<file path="src/rtl/hue_rgb_mapper.sv">
// hue_rgb_mapper: pipelined hue+amplitude to RGB colour, optional gamma stage under HUE_RGB_GAMMA_EN.
module hue_rgb_mapper #(
  parameter int D       = 10,
  parameter int A       = 8,
  parameter int AMP_MIN = 8
) (
  input  logic         clk,
  input  logic         rst,
  input  logic [D-1:0] noteHue_i,
  input  logic [A-1:0] noteAmp_i,
  input  logic         start,
  input  logic         last_i,
  output logic [7:0]   red_o,
  output logic [7:0]   green_o,
  output logic [7:0]   blue_o,
  output logic         data_v,
  output logic         frameDone_o
);
  localparam logic [D:0] K1 = (D+1)'(341);
  localparam logic [D:0] K2 = (D+1)'(682);
  localparam logic [D:0] K3 = (D+1)'(1023);

  function automatic logic [7:0] scale(input logic [7:0] a, input logic [7:0] b);
    return 8'(({8'b0, a} * {8'b0, b}) >> 8);
  endfunction

  logic [7:0] amp8;
  generate
    if (A >= 8) begin : g_amp_wide
      assign amp8 = noteAmp_i[A-1 -: 8];
    end else begin : g_amp_narrow
      assign amp8 = 8'(noteAmp_i);
    end
  endgenerate

  logic [D:0] h;
  logic [7:0] ramp;
  logic       v1_q, l1_q, v2_q, l2_q, v3_q, l3_q;
  logic [1:0] sec_d, sec_q;
  logic [8:0] pos_d, pos_q;
  logic [7:0] amp1_d, amp1_q, amp2_q;
  logic [7:0] r2_d, g2_d, b2_d, r2_q, g2_q, b2_q;
  logic [7:0] r3_q, g3_q, b3_q;

  // Amplitude gating folds into a zero scale factor so stage 3 emits black.
  always_comb begin
    h      = {1'b0, noteHue_i};
    sec_d  = (h >= K3) ? 2'd0 : (h >= K2) ? 2'd2 : (h >= K1) ? 2'd1 : 2'd0;
    pos_d  = (h >= K3) ? 9'd0 : 9'((h >= K2) ? h - K2 : (h >= K1) ? h - K1 : h);
    amp1_d = (int'(noteAmp_i) < AMP_MIN) ? 8'd0 : amp8;
    ramp   = 8'(({1'b0, pos_q} + {pos_q, 1'b0}) >> 2);
    r2_d   = (sec_q == 2'd0) ? ~ramp : (sec_q == 2'd2) ? ramp : 8'd0;
    g2_d   = (sec_q == 2'd0) ? ramp : (sec_q == 2'd1) ? ~ramp : 8'd0;
    b2_d   = (sec_q == 2'd1) ? ramp : (sec_q == 2'd2) ? ~ramp : 8'd0;
  end

  always_ff @(posedge clk or posedge rst) begin
    if (rst) begin
      {v1_q, l1_q, v2_q, l2_q, v3_q, l3_q} <= '0;
      {sec_q, pos_q, amp1_q, amp2_q}       <= '0;
      {r2_q, g2_q, b2_q, r3_q, g3_q, b3_q} <= '0;
    end else begin
      v1_q   <= start;
      l1_q   <= start & last_i;
      sec_q  <= sec_d;
      pos_q  <= pos_d;
      amp1_q <= amp1_d;
      v2_q   <= v1_q;
      l2_q   <= l1_q;
      r2_q   <= r2_d;
      g2_q   <= g2_d;
      b2_q   <= b2_d;
      amp2_q <= amp1_q;
      v3_q   <= v2_q;
      l3_q   <= l2_q;
      if (v2_q) begin
        r3_q <= scale(r2_q, amp2_q);
        g3_q <= scale(g2_q, amp2_q);
        b3_q <= scale(b2_q, amp2_q);
      end
    end
  end

`ifdef HUE_RGB_GAMMA_EN
  logic       v4_q, l4_q;
  logic [7:0] r4_q, g4_q, b4_q;
  always_ff @(posedge clk or posedge rst) begin
    if (rst) begin
      {v4_q, l4_q, r4_q, g4_q, b4_q} <= '0;
    end else begin
      v4_q <= v3_q;
      l4_q <= l3_q;
      if (v3_q) begin
        r4_q <= scale(r3_q, r3_q);
        g4_q <= scale(g3_q, g3_q);
        b4_q <= scale(b3_q, b3_q);
      end
    end
  end
  assign {red_o, green_o, blue_o} = {r4_q, g4_q, b4_q};
  assign data_v      = v4_q;
  assign frameDone_o = l4_q;
`else
  assign {red_o, green_o, blue_o} = {r3_q, g3_q, b3_q};
  assign data_v      = v3_q;
  assign frameDone_o = l3_q;
`endif
endmodule

</file>
<file path="config.mk">
export PLATFORM = sky130hd
export DESIGN_NAME = hue_rgb_mapper
export DESIGN_NICKNAME = d
export VERILOG_FILES = /design/src/rtl/hue_rgb_mapper.sv
export SDC_FILE = /design/constraint.sdc
export NUM_CORES = 1
export LEC_CHECK = 0
export CAP_MARGIN = 10
export CORE_MARGIN = 4
export CORE_UTILIZATION = 52
export DETAILED_ROUTE_END_ITERATION = 12
export HOLD_SLACK_MARGIN = 0.03
export PLACE_DENSITY_LB_ADDON = 0.08
export SYNTH_ARGS = -nofsm -noshare
export SYNTH_HDL_FRONTEND = slang
export SYNTH_SLANG_ARGS = --single-unit
</file>
<file path="constraint.sdc">
create_clock -name clk -period 4.91 [get_ports clk]
set_clock_uncertainty 0.2 [all_clocks]
set_input_delay 0.491 -clock clk [delete_from_list [all_inputs] [get_ports clk]]
set_output_delay 0.491 -clock clk [all_outputs]
set_load 0.05 [all_outputs]
</file>
Yosys cells after proc, flatten, opt, wreduce, memory -nomap -nowiden
Index checks and enable logic that the tools add are counted.
- register bits: 81
- input port bits: 22
- output and inout port bits: 26
- logic and storage cells: 44
- $add $sub $neg: 3
- $mul: 3
- magnitude comparators: 4
- equal/unequal tests: 2
- muxes and demuxes: 13
- bitwise gates (word level): 2
- reductions and logical operators: 1
- operator list (cell ; count):
    two-way mux 8 bit ; 7
    multiplier 8 x 8 -> 16 bit ; 3
    two-way mux 9 bit ; 3
    greater-or-equal comparator 10 bit, second input constant ; 2
    adder 9 x 10 -> 10 bit ; 1
    greater-or-equal comparator 10 x 9 -> 1 bit, second input constant ; 1
    subtractor 9 x 8 -> 9 bit, second input constant ; 1
    subtractor 9 bit, second input constant ; 1
    less-than comparator 8 x 4 -> 1 bit, second input constant ; 1
    inverter 8 bit ; 1
    two-way mux 2 bit ; 2
    equality test 2 x 1 -> 1 bit, second input constant ; 1
    equality test 2 bit, second input constant ; 1
    logical NOT 2 bit ; 1
    bitwise AND 1 bit ; 1
    two-way mux 1 bit ; 1

Logic depth before layout (Yosys ltp)
Gate-level depths: netlist of the first run.
- depth after elaboration: 4
- gate-level depth with buffers: 17

Least setup slack after synthesis of the first run
OpenSTA, ideal clock, no wires.
- path kind: reg-to-reg
- from: register amp2_q[7]
- to: register r3_q[6] (netlist: red_o[6])
- arrival time: 4519 ps
- required time: 4618 ps
- setup slack: 99 ps
- cell stages (with the launch flop): 14
- clock period less this slack: 4811 ps
- cells stage by stage: dfrtp_1 clkbuf_1 nand2_1 fa_1 fa_1 inv_1 fa_1 fa_1 ha_1 a211o_2 o221a_4 or4b_4 and3_4 o31ai_2
- word-level cells in the longest chain between the ends: 1
- RTL lines (element ; line ; RTL):
    start, declared ; 41 ; logic [7:0] amp1_d, amp1_q, amp2_q;
    start signal, assigned ; 73 ; amp2_q <= amp1_q;
    multiplier 8 x 8 -> 16 bit ; 24 ; return 8'(({8'b0, a} * {8'b0, b}) >> 8);
    end signal, assigned ; 77 ; r3_q <= scale(r2_q, amp2_q);
    end, declared ; 43 ; logic [7:0] r3_q, g3_q, b3_q;
Every way passes these cells.
A chain may end at the register's enable or synchronous reset.

Worst setup path after layout of the first run
- from: register r2_q[1]
- to: register r3_q[6] (netlist: red_o[6])
- word-level cells in the longest chain between the ends: 1
- RTL lines (element ; line ; RTL):
    start, declared ; 42 ; logic [7:0] r2_d, g2_d, b2_d, r2_q, g2_q, b2_q;
    start signal, assigned ; 70 ; r2_q <= r2_d;
    multiplier 8 x 8 -> 16 bit ; 24 ;
Every way passes these cells.

==> summary.md, run 1 <==
| Metric | Value |
|---|---|
| H-tree levels | `3` |
| Ys async rst share | `1.00` |
| Ratio of cells with drive above 1 in the final layout | `0.0945` |
| PwrDens | `approximately 620 nW/µm²` |
| Met1 Use GR | `0.273` |
| Gate power share | `0.739` |
| WL final | `~19 mm` |
| Vias | `roughly 6700` |
| Crit. Startpoint | `r2_q[1]` |
| Vias in the first global route | `between 6000 and 7000` |
| Syn-to-layout area delta | `13.9%` |
| CTS buffer count | `9` |
| Critical Path AT | `between 4 and 5 ns` |
| Fin util | `0.609` |
| HP Start | `l1_q` |
| # port buffers | `47` |
| Global routing's busiest layer | `met2` |
| Worst Tran Pin Value | `0.809 ns` |
| Sw power | `approximately 3.2 mW` |
| Die H | `approximately 140 µm` |
| Routability Congestion | `around 0.82` |
| R2R cell count | `14` |
| Synth Register Bits | `81` |
| Cts hold-fix bufs | `0` |
| # DRC | `0` |
| Static Leak | `~5.5 nW` |
| Gr ovfl total | `0` |
| Pre-CTS setup slack | `0.00994 ns` |
| Fin. max-slew vios | `0` |
| Die Wd | `between 100 and 150 µm` |
| Post-Layout Cell Count | `around 1300` |
| RSZ-0062 raised after global routing | `no` |
| Ant diodes | `0` |
| CTS sink cnt | `81` |
| Post-DP HPWL | `roughly 15 mm` |
| Reg-to-reg setup timing slack | `0.16 ns` |
| FMAX | `roughly 0.21 GHz` |
| GRT Total Usage | `0.203` |
| Inst Count DP | `1227` |
| Mapped Nets | `between 1000 and 1500` |
| Cell variety after synth | `a little under 60` |
| Largest net degree at the start of global routing | `between 40 and 50` |
| Hold Path Cell Cnt | `0` |
| Reg2reg end | `red_o[6]` |
| Initial core utilization | `0.535` |
| Max clock buf depth | `2` |
| Fillers | `roughly 1500` |
| Final Cycle Share | `0.967` |
| # IOs | `48` |
| First-pass GRT wire length | `33.2 mm` |
| Setup-failing EPs final | `0` |
| ANT nets after route | `0` |
| Setup TNS Final | `0 ns` |
| CORE AREA | `~17000 µm²` |
| CP Capture Type | `flip-flop` |
| Clk root buf | `clkbuf_16` |
| Yosys warnings | `0` |
| R2r startpoint | `r2_q[1]` |
| Minimum clock period | `roughly 4.7 ns` |
| Sequential Power Share | `0.160` |
| Final net count | `about 1300` |
| Req. time, crit path | `slightly below 5 ns` |
| VDD IR-drop max | `between 0.4 and 0.5 mV` |
| DR vias/cell | `5.34` |
| Cell count after synthesis | `about 970` |
| Sequential share of the synthesized area | `0.217` |
| Antenna violations before repair | `0` |
| Crit path kind | `reg2reg` |
| Hold EP | `l2_q` |
| Final Hold Slack | `~0.15 ns` |
| Iteration count of the initial detailed-routing pass | `5` |
| Initial drt markers | `roughly 280` |
| Slew margin rel. | `0.457` |
| CP Launch Type | `flip-flop` |
| Clock transition at path regs | `0.07 ns` |
| EDFF count, synth | `0` |
| M3 GR Usage | `0.0307` |
| Final worst slack | `between 0.15 and 0.2 ns` |
| Final Hold Vio Count | `0` |
| Syn_area_per_cell | `approximately 9.6 µm²` |
| Routed WL per cell | `roughly 15 µm` |
| Most used DFF post-synth | `dfrtp_1` |
| Row Count | `between 40 and 50` |
| GRT met2 Usage | `0.345` |
| Pint | `between 3 and 4 mW` |
| Mapped Area | `9320 µm²` |
| Worst-skew pair later-pin latency | `between 0.3 and 0.4 ns` |
| Sw frac | `0.481` |
| Max Cap Viol | `0` |
| Hold WC Path Type | `reg2reg` |
| Status | `completed` |
| CTS tree | `done` |
| Die area | `between 20000 and 25000 µm²` |
| Clock Power Share | `0.100` |
| CP max FO | `5` |
==> placed cells by master (no fill, tap or decap), types with 5 or more instances in the layout <==
cell	Yosys	final
mux2_2	9	9
nor2b_1	5	5
o31ai_1	12	12
a31oi_1	6	5
or2_2	6	6
buf_4	0	30
nor2_1	28	28
o211ai_1	7	7
mux2i_1	16	16
xnor2_1	18	18
nor3_1	8	8
clkdlybuf4s50_1	0	47
inv_1	131	130
o21a_1	10	10
fa_1	106	105
ha_1	113	112
a21oi_1	27	23
nand3_1	14	13
nand2_1	77	77
and2_1	140	140
xor2_1	11	11
clkbuf_16	0	11
o21ai_0	14	14
nand2b_1	5	5
dfrtp_2	0	9
o21bai_1	6	6
dfrtp_1	81	72
a21o_1	13	13
or3_1	6	6
and3_1	8	8
==> cells by family (layout without fill, tap and decap cells) <==
| family | after synthesis | after routing | synth area share |
|---|---|---|---|
| XOR/XNOR | 29 | 29 | 0.0272 |
| AO/OA/AOI/OAI | 125 | 125 | 0.0938 |
| multiplexers | 25 | 25 | 0.0281 |
| AND/OR/NAND/NOR | 316 | 316 | 0.185 |
| buffers and inverters | 171 | 231 | 0.0693 |
| flip-flops | 81 | 81 | 0.217 |
| adder cells (fa/ha/maj) | 219 | 219 | 0.379 |
==> cell usage after synthesis (3+ instances only) <==
cell / n / share of area
a211oi_1: 3 / 0.0024
a21o_1: 13 / 0.010
a21oi_1: 27 / 0.014
a31o_2: 3 / 0.0028
a31oi_1: 6 / 0.0040
and2_1: 140 / 0.094
and3_1: 8 / 0.0054
buf_1: 3 / 0.0012
buf_2: 3 / 0.0016
clkbuf_1: 33 / 0.013
dfrtp_1: 81 / 0.22
fa_1: 106 / 0.23
ha_1: 113 / 0.15
inv_1: 131 / 0.053
mux2_2: 9 / 0.011
mux2i_1: 16 / 0.017
nand2_1: 77 / 0.031
nand2b_1: 5 / 0.0034
nand3_1: 14 / 0.0075
nand4_1: 4 / 0.0027
nand4b_1: 4 / 0.0038
nor2_1: 28 / 0.011
nor2b_1: 5 / 0.0034
nor3_1: 8 / 0.0043
o211ai_1: 7 / 0.0056
o21a_1: 10 / 0.0081
o21ai_0: 14 / 0.0075
o21ai_1: 3 / 0.0016
o21bai_1: 6 / 0.0048
o22ai_1: 3 / 0.0020
o31ai_1: 12 / 0.0097
or2_2: 6 / 0.0040
or3_1: 6 / 0.0040
xnor2_1: 18 / 0.017
xor2_1: 11 / 0.010
==> what timing repair did <==
action / CTS / global route
setup endpoints to repair: 0 / 14
gates resized for setup: 0 / 22
setup buffers: 0 / 6
==> final cells by class <==
class,count,area (µm²),area share
Timing Repair Buffer,83,811,0.0764
Inverter,132,497,0.0468
Tap cell,225,282,0.0265
Clock buffer,10,239,0.0225
Sequential cell,81,2040,0.192
Clock inverter,6,48.8,0.00460
Multi-Input combinational cell,714,6700,0.631
==> metrics by stage <==
stage	total power, mW	instance area, µm²
final	6.57	10600
after detailed placement	5.81	10200
after global placement	5.76	10200
after global routing	7.36	10600
after CTS	6.54	10500
after floorplan	4.62	9320
==> how the worst max path moves through the flow <==
stage | slack [ns] | cells after the start | to
finish | 0.16 | 14 | red_o[6]
floorplan | 0.1 | 13 | red_o[6]
global placement | 0.11 | 15 | blue_o[6]
global route | 0.005 | 15 | green_o[5]
CTS | 0.003 | 15 | blue_o[6]
detailed placement | 0.01 | 15 | blue_o[6]
==> power groups by stage <==
stage          Clock [mW]  Combinational [mW]  Sequential [mW]
3_3_place_gp            0                4.70             1.06
5_1_grt             0.707                5.58             1.08
6_report            0.660                4.86             1.05
3_5_place_dp            0                4.75             1.06
4_1_cts             0.681                4.81             1.05
2_1_floorplan           0                3.34             1.28
==> sequential cells by signal, summed over array words and instances, names as in the netlist <==
signal,count
v2_q,1
green_o,8
r2_q,8
amp2_q,8
data_v,1
sec_q,2
amp1_q,8
red_o,8
l2_q,1
v1_q,1
pos_q,9
b2_q,8
l1_q,1
frameDone_o,1
g2_q,8
blue_o,8
==> layer usage <==
layer,wire length (µm),up-vias,part of all wire
met5,0,-,0
met4,317,0,0.016
met3,534,24,0.028
met2,9620,108,0.50
met1,8850,3304,0.46
li1,-,3249,-
==> worst max-delay path, cell delays in order (launching register included) <==
cell	delay, ns
dfrtp_2	0.45
and2_1	0.20
fa_2	0.40
fa_1	0.54
inv_1	0.05
fa_1	0.48
inv_1	0.06
fa_1	0.48
ha_1	0.32
o21a_1	0.12
o21a_1	0.17
o221a_4	0.27
or4b_4	0.52
and3_4	0.19
o31ai_2	0.18
Power figures use the tool's default switching activity.
==> run 2, diff against run 1 <==
--- a/config.mk
+++ b/config.mk
@@ -10,7 +10,7 @@
 export CORE_UTILIZATION = 52
 export DETAILED_ROUTE_END_ITERATION = 12
 export HOLD_SLACK_MARGIN = 0.03
-export PLACE_DENSITY_LB_ADDON = 0.08
+export PLACE_DENSITY = 0.71
 export SYNTH_ARGS = -nofsm -noshare
 export SYNTH_HDL_FRONTEND = slang
 export SYNTH_SLANG_ARGS = --single-unit
==> constraint.sdc (replaced) <==
create_clock -name clk -period 4.7 [get_ports clk]
set_clock_uncertainty 0.2 [all_clocks]
set_input_delay 0.47 -clock clk [delete_from_list [all_inputs] [get_ports clk]]
set_output_delay 0.47 -clock clk [all_outputs]
set_load 0.05 [all_outputs]
==> run 2 against run 1 <==
Effect of this change:
- first-iteration DRC count increased by 16%
- critical path type unchanged
- hold slack got worse by 0.00078 ns
- wire length increased by 3.2%
- critical endpoint unchanged
==> summary.md, run 2 (synthesis gave the netlist of run 1 again) <==
| Metric | Value |
|---|---|
| FMAX | `~0.21 GHz` |
| Final Cycle Share | `0.993` |
| Routed WL per cell | `15.3 µm` |
| Row Count | `48` |
| RSZ-0062 raised after global routing | `yes` |
| Final worst slack | `between 0.03 and 0.04 ns` |
| Iteration count of the initial detailed-routing pass | `4` |
| Largest net degree at the start of global routing | `60` |
| Cts hold-fix bufs | `0` |
| Top reg by flops | `pos_q` |
| Most frequent CP cell | `fa_1` |
| GRT Total Usage | `0.206` |
| Clock transition at path regs | `approximately 0.070 ns` |
| Worst path cell trace | `buf_12 > and2_4 > fa_1 > inv_1 > fa_1 > inv_1 > fa_1 > fa_1 > ha_4 > a211o_2 > o221a_4 > or4b_4 > and3_4 > o31ai_2` |
| Most common cell after layout, fill and taps aside | `and2_1` |
| H-tree levels | `3` |
| CP Capture Type | `flip-flop` |
| Vias in the first global route | `7165` |
| Die H | `142 µm` |
| Pre-CTS setup slack | `-0.232 ns` |
| Initial drt markers | `around 320` |
| Die Wd | `about 140 µm` |
| # port buffers | `47` |
| Most frequent cells in the layout | `131 x and2_1, 120 x inv_1, 103 x ha_1` |
| Fin util | `0.646` |
| Minimum clock period | `between 4 and 5 ns` |
| Max Cap Viol | `0` |
| Fillers | `approximately 1400` |
| Static Leak | `around 5.7 nW` |
| CTS sink cnt | `81` |
| Overall Power | `around 7.9 mW` |
| VDD IR-drop max | `between 0.5 and 0.6 mV` |
| Setup TNS Final | `0 ns` |
| DR vias/cell | `about 5.3` |
| Fin. max-slew vios | `0` |
| CP Launch Type | `flip-flop` |
| Final Hold Slack | `roughly 0.15 ns` |
| Ratio of cells with drive above 1 in the final layout | `0.176` |
| Ant diodes | `0` |
| # DRC | `0` |
| Worst-skew pair later-pin latency | `0.34 ns` |
| Setup-failing EPs final | `0` |
| Syn-to-layout area delta | `20.6%` |
| Vias | `approximately 6900` |
| Gr ovfl total | `0` |
| FF+latch area | `slightly above 2000 µm²` |
| Slowest stage delay, CP | `approximately 0.53 ns` |
| Final net count | `around 1300` |
| Clk root buf | `clkbuf_16` |
| Req. time, crit path | `~4.8 ns` |
| Multi-input gate area | `approximately 7000 µm²` |
| Final Hold Vio Count | `0` |
| Initial core utilization | `0.535` |
| CP max FO | `10` |
| Die area | `roughly 20000 µm²` |
| Slew margin rel. | `0.340` |
| Max clock buf depth | `2` |
| Antenna violations before repair | `0` |
| Max reg flops | `9` |
| CTS tree | `done` |
| CTS buffer count | `9` |
| First-pass GRT wire length | `approximately 34 mm` |
| Status | `completed` |
| CP max stage cell | `fa_1` |
| Crit path kind | `reg2reg` |
| PwrDens | `703 nW/µm²` |
| WL final | `19.9 mm` |
| Worst Tran Pin Value | `0.985 ns` |
| Routability Congestion | `slightly above 0.8` |
| Hold WC Path Type | `reg2reg` |
| Post-DP HPWL | `about 15 mm` |
| Critical Path AT | `roughly 4.7 ns` |
| ANT nets after route | `0` |
| CORE AREA | `~17000 µm²` |
| # IOs | `48` |
run 2: path summary, 6_finish.rpt:
path	start	to	slack, ns	depth (start not counted)
setup reg to reg	amp2_q[3]	red_o[6]	0.03	14
hold / removal	amp1_q[5]	amp2_q[5]	0.15	0
hold reg to reg	amp1_q[5]	amp2_q[5]	0.15	0
setup / recovery	amp2_q[3]	red_o[6]	0.03	14
max in group asynchronous	rst	amp2_q[7]	2.98	3
min in group asynchronous	rst	pos_q[8]	0.44	2
run 2: power breakdown:
group,leakage [nW],switching [mW],internal [mW]
clock network,0.145,0.320,0.421
logic,4.60,3.13,2.97
registers,0.986,0.175,0.895
total,5.73,3.62,4.28
run 2: per-stage QoR:
stage | instances | instance area [µm²]
6_report | 1303 | 11200
3_5_place_dp | 1271 | 10500
4_1_cts | 1297 | 10900
2_1_floorplan | 966 | 9340
3_3_place_gp | 1271 | 10500
5_1_grt | 1303 | 11200
run 2: worst max-delay path, delay by kind of cell, from the launching register on:
kind | cells | cell delay [ns]
buffers and inverters | 3 | 0.25
DFF | 1 | 0.45
and+or+nand+nor | 3 | 0.83
AOI/OAI and AO/OA | 3 | 0.68
adders and majority gates | 5 | 2.15
run 2: area by class of cell:
cell class              count  area share
clock buffers               9      0.0200
multi-input cells         714       0.617
inverters                 132      0.0442
flip-flops and latches     81       0.181
well taps                 225      0.0250
repair buffers            135       0.105
clock inverters             7     0.00734
run 2: what timing repair did:
action	in CTS	in global routing
pin swaps	16	34
cloned	0	1
resized for setup	19	53
buffers inserted	10	5
endpoints found under the setup margin	15	18
endpoints found under the hold margin	0	0
run 2: per-layer routing:
metal / up-vias / part of all wire / global-route usage
met5: - / 0 / 0
met4: 0 / 0.019 / 0.0571
met3: 32 / 0.046 / 0.0344
met2: 123 / 0.50 / 0.350
met1: 3395 / 0.43 / 0.274
li1: 3362 / - / -
==> run 3, diff against run 2 <==
--- a/config.mk
+++ b/config.mk
@@ -11,6 +11,7 @@
 export DETAILED_ROUTE_END_ITERATION = 12
 export HOLD_SLACK_MARGIN = 0.03
 export PLACE_DENSITY = 0.71
+export SLEW_MARGIN = 20
 export SYNTH_ARGS = -nofsm -noshare
 export SYNTH_HDL_FRONTEND = slang
 export SYNTH_SLANG_ARGS = --single-unit
==> run 3 against run 2 <==
Effect of this change:
- total power is essentially flat
- maximum frequency unchanged
- critical path depth did not move
- worst setup slack unchanged
- register-to-register slack hardly changed
- cell count is the same
- sequential power about the same
- global-route usage is the same
- combinational power barely moved
- core utilization hardly changed
- wire length barely moved
- hold slack unchanged
- largest power group unchanged
==> summary.md, run 3 (synthesis gave the netlist of run 1 again) <==
| Metric | Value |
|---|---|
| PwrDens | `roughly 700 nW/µm²` |
| Static Leak | `around 5.7 nW` |
| Initial core utilization | `0.535` |
| ANT nets after route | `0` |
| CORE AREA | `approximately 17000 µm²` |
| Most frequent cells in the layout | `131 x and2_1, 120 x inv_1, 103 x ha_1` |
| CP Capture Type | `flip-flop` |
| Reg2reg end | `red_o[6]` |
| Most common cell after layout, fill and taps aside | `and2_1` |
| Hold WC Path Type | `reg2reg` |
| Worst-skew pair later-pin latency | `around 0.34 ns` |
| Top reg by flops | `pos_q` |
| Die H | `142 µm` |
| Cts hold-fix bufs | `0` |
| Gr ovfl total | `0` |
| First-pass GRT wire length | `around 34 mm` |
| Clk root buf | `clkbuf_16` |
| Die Wd | `142 µm` |
| Vias | `a little under 7000` |
| Setup-failing EPs final | `0` |
| CTS sink cnt | `81` |
| Worst Tran Pin Value | `slightly below 1 ns` |
| Ratio of cells with drive above 1 in the final layout | `0.176` |
| FMAX | `0.214 GHz` |
| # DRC | `0` |
| Fin. max-slew vios | `0` |
| Max reg flops | `9` |
| Gate power share | `0.771` |
| Routability Congestion | `0.819` |
| Pint | `4.28 mW` |
| Clock transition at path regs | `around 0.070 ns` |
| Final Hold Slack | `~0.15 ns` |
| RSZ-0062 raised after global routing | `yes` |
| Overall Power | `about 8 mW` |
| Sw power | `around 3.6 mW` |
| R2r startpoint | `amp2_q[3]` |
| Die area | `just over 20000 µm²` |
| WL final | `19.9 mm` |
| # port buffers | `47` |
| GRT Total Usage | `0.206` |
| Routed WL per cell | `roughly 15 µm` |
| CP max FO | `10` |
| Sequential Power Share | `0.135` |
| Status | `completed` |
| VDD IR-drop max | `slightly above 0.5 mV` |
| Critical Path End | `red_o[6]` |
| DR vias/cell | `5.30` |
| Post-DP HPWL | `around 15 mm` |
| Sw frac | `0.458` |
| Reg-to-reg setup timing slack | `0.03 ns` |
| Ant diodes | `0` |
| Max Cap Viol | `0` |
| Final Hold Vio Count | `0` |
| Clock Power Share | `0.094` |
| CTS tree | `done` |
| CP Launch Type | `flip-flop` |
| Row Count | `48` |
| Vias in the first global route | `7165` |
| Hold Path Cell Cnt | `0` |
| Final net count | `approximately 1300` |
| Final Cycle Share | `0.993` |
| Crit. Startpoint | `amp2_q[3]` |
| Pre-CTS setup slack | `-0.232 ns` |
| Critical Path AT | `between 4 and 5 ns` |
| Largest net degree at the start of global routing | `60` |
| CTS buffer count | `9` |
| Slew margin rel. | `0.340` |
| Syn-to-layout area delta | `20.6%` |
| Crit path kind | `reg2reg` |
| R2R cell count | `14` |
| Final worst slack | `0.0316 ns` |
| # IOs | `48` |
| Req. time, crit path | `between 4 and 5 ns` |
| Minimum clock period | `4.67 ns` |
| Initial drt markers | `about 320` |
| Max clock buf depth | `2` |
| Antenna violations before repair | `0` |
| H-tree levels | `3` |
| Iteration count of the initial detailed-routing pass | `4` |
==> run 3: changes by cell type in the layout (fill, tap and decap cells not counted), sizes merged <==
cell    change
clkinv      -1
inv         +1
==> run 3: worst min-delay path by stage <==
stage / from / endpoint / slack [ns]
floorplan: amp1_q[0] / amp2_q[0] / 0.13
global placement: amp1_q[6] / amp2_q[6] / 0.13
detailed placement: v1_q / v2_q / 0.13
CTS: v1_q / v2_q / 0.15
global route: amp1_q[1] / amp2_q[1] / 0.16
finish: amp1_q[5] / amp2_q[5] / 0.15
==> run 3: power by group through the flow <==
stage	combinational (mW)	sequential, mW	clock (mW)
2_1_floorplan	3.52	1.34	0
4_1_cts	5.66	1.06	0.757
5_1_grt	6.85	1.10	0.793
3_3_place_gp	5.32	1.07	0
3_5_place_dp	5.45	1.08	0
6_report	6.09	1.07	0.741
==> run 3: through the flow <==
stage | instances | setup TNS [ns] | instance area, µm² | util
2_1_floorplan | 966 | 0 | 9340 | -
6_report | 1303 | 0 | 11200 | 0.646
3_3_place_gp | 1271 | -0.358 | 10500 | 0.602
4_1_cts | 1297 | -0.0157 | 10900 | 0.628
3_5_place_dp | 1271 | -1.48 | 10500 | 0.602
5_1_grt | 1303 | -0.300 | 11200 | 0.646
==> run 3: layer usage <==
metal  part of all wire  GRT usage
met1               0.43      0.274
met2               0.50      0.350
met4              0.019     0.0571
met3              0.046     0.0344
met5                  0          0
==> run 3: cell type report <==
cell class	count	area, µm²
clock inverters	7	82.6
clock buffers	9	225
well taps	225	282
multi-input cells	714	6940
flip-flops and latches	81	2040
inverters	132	498
repair buffers	135	1180
fillers	1429	6170
==> run 3: repair_timing <==
| action | CTS | global route |
|---|---|---|
| setup buffers | 10 | 5 |
| endpoints found under the setup margin | 15 | 18 |
| cloned | 0 | 1 |
| resized for setup | 19 | 53 |
| pin swaps | 16 | 34 |
==> run 3: worst max-delay path, stage by stage (launching register included) <==
cell	delay, ns
dfrtp_2	0.45
buf_12	0.16
and2_4	0.14
fa_1	0.49
inv_1	0.04
fa_1	0.47
inv_1	0.05
fa_1	0.45
fa_1	0.53
ha_4	0.21
a211o_2	0.30
o221a_4	0.22
or4b_4	0.50
and3_4	0.19
o31ai_2	0.16
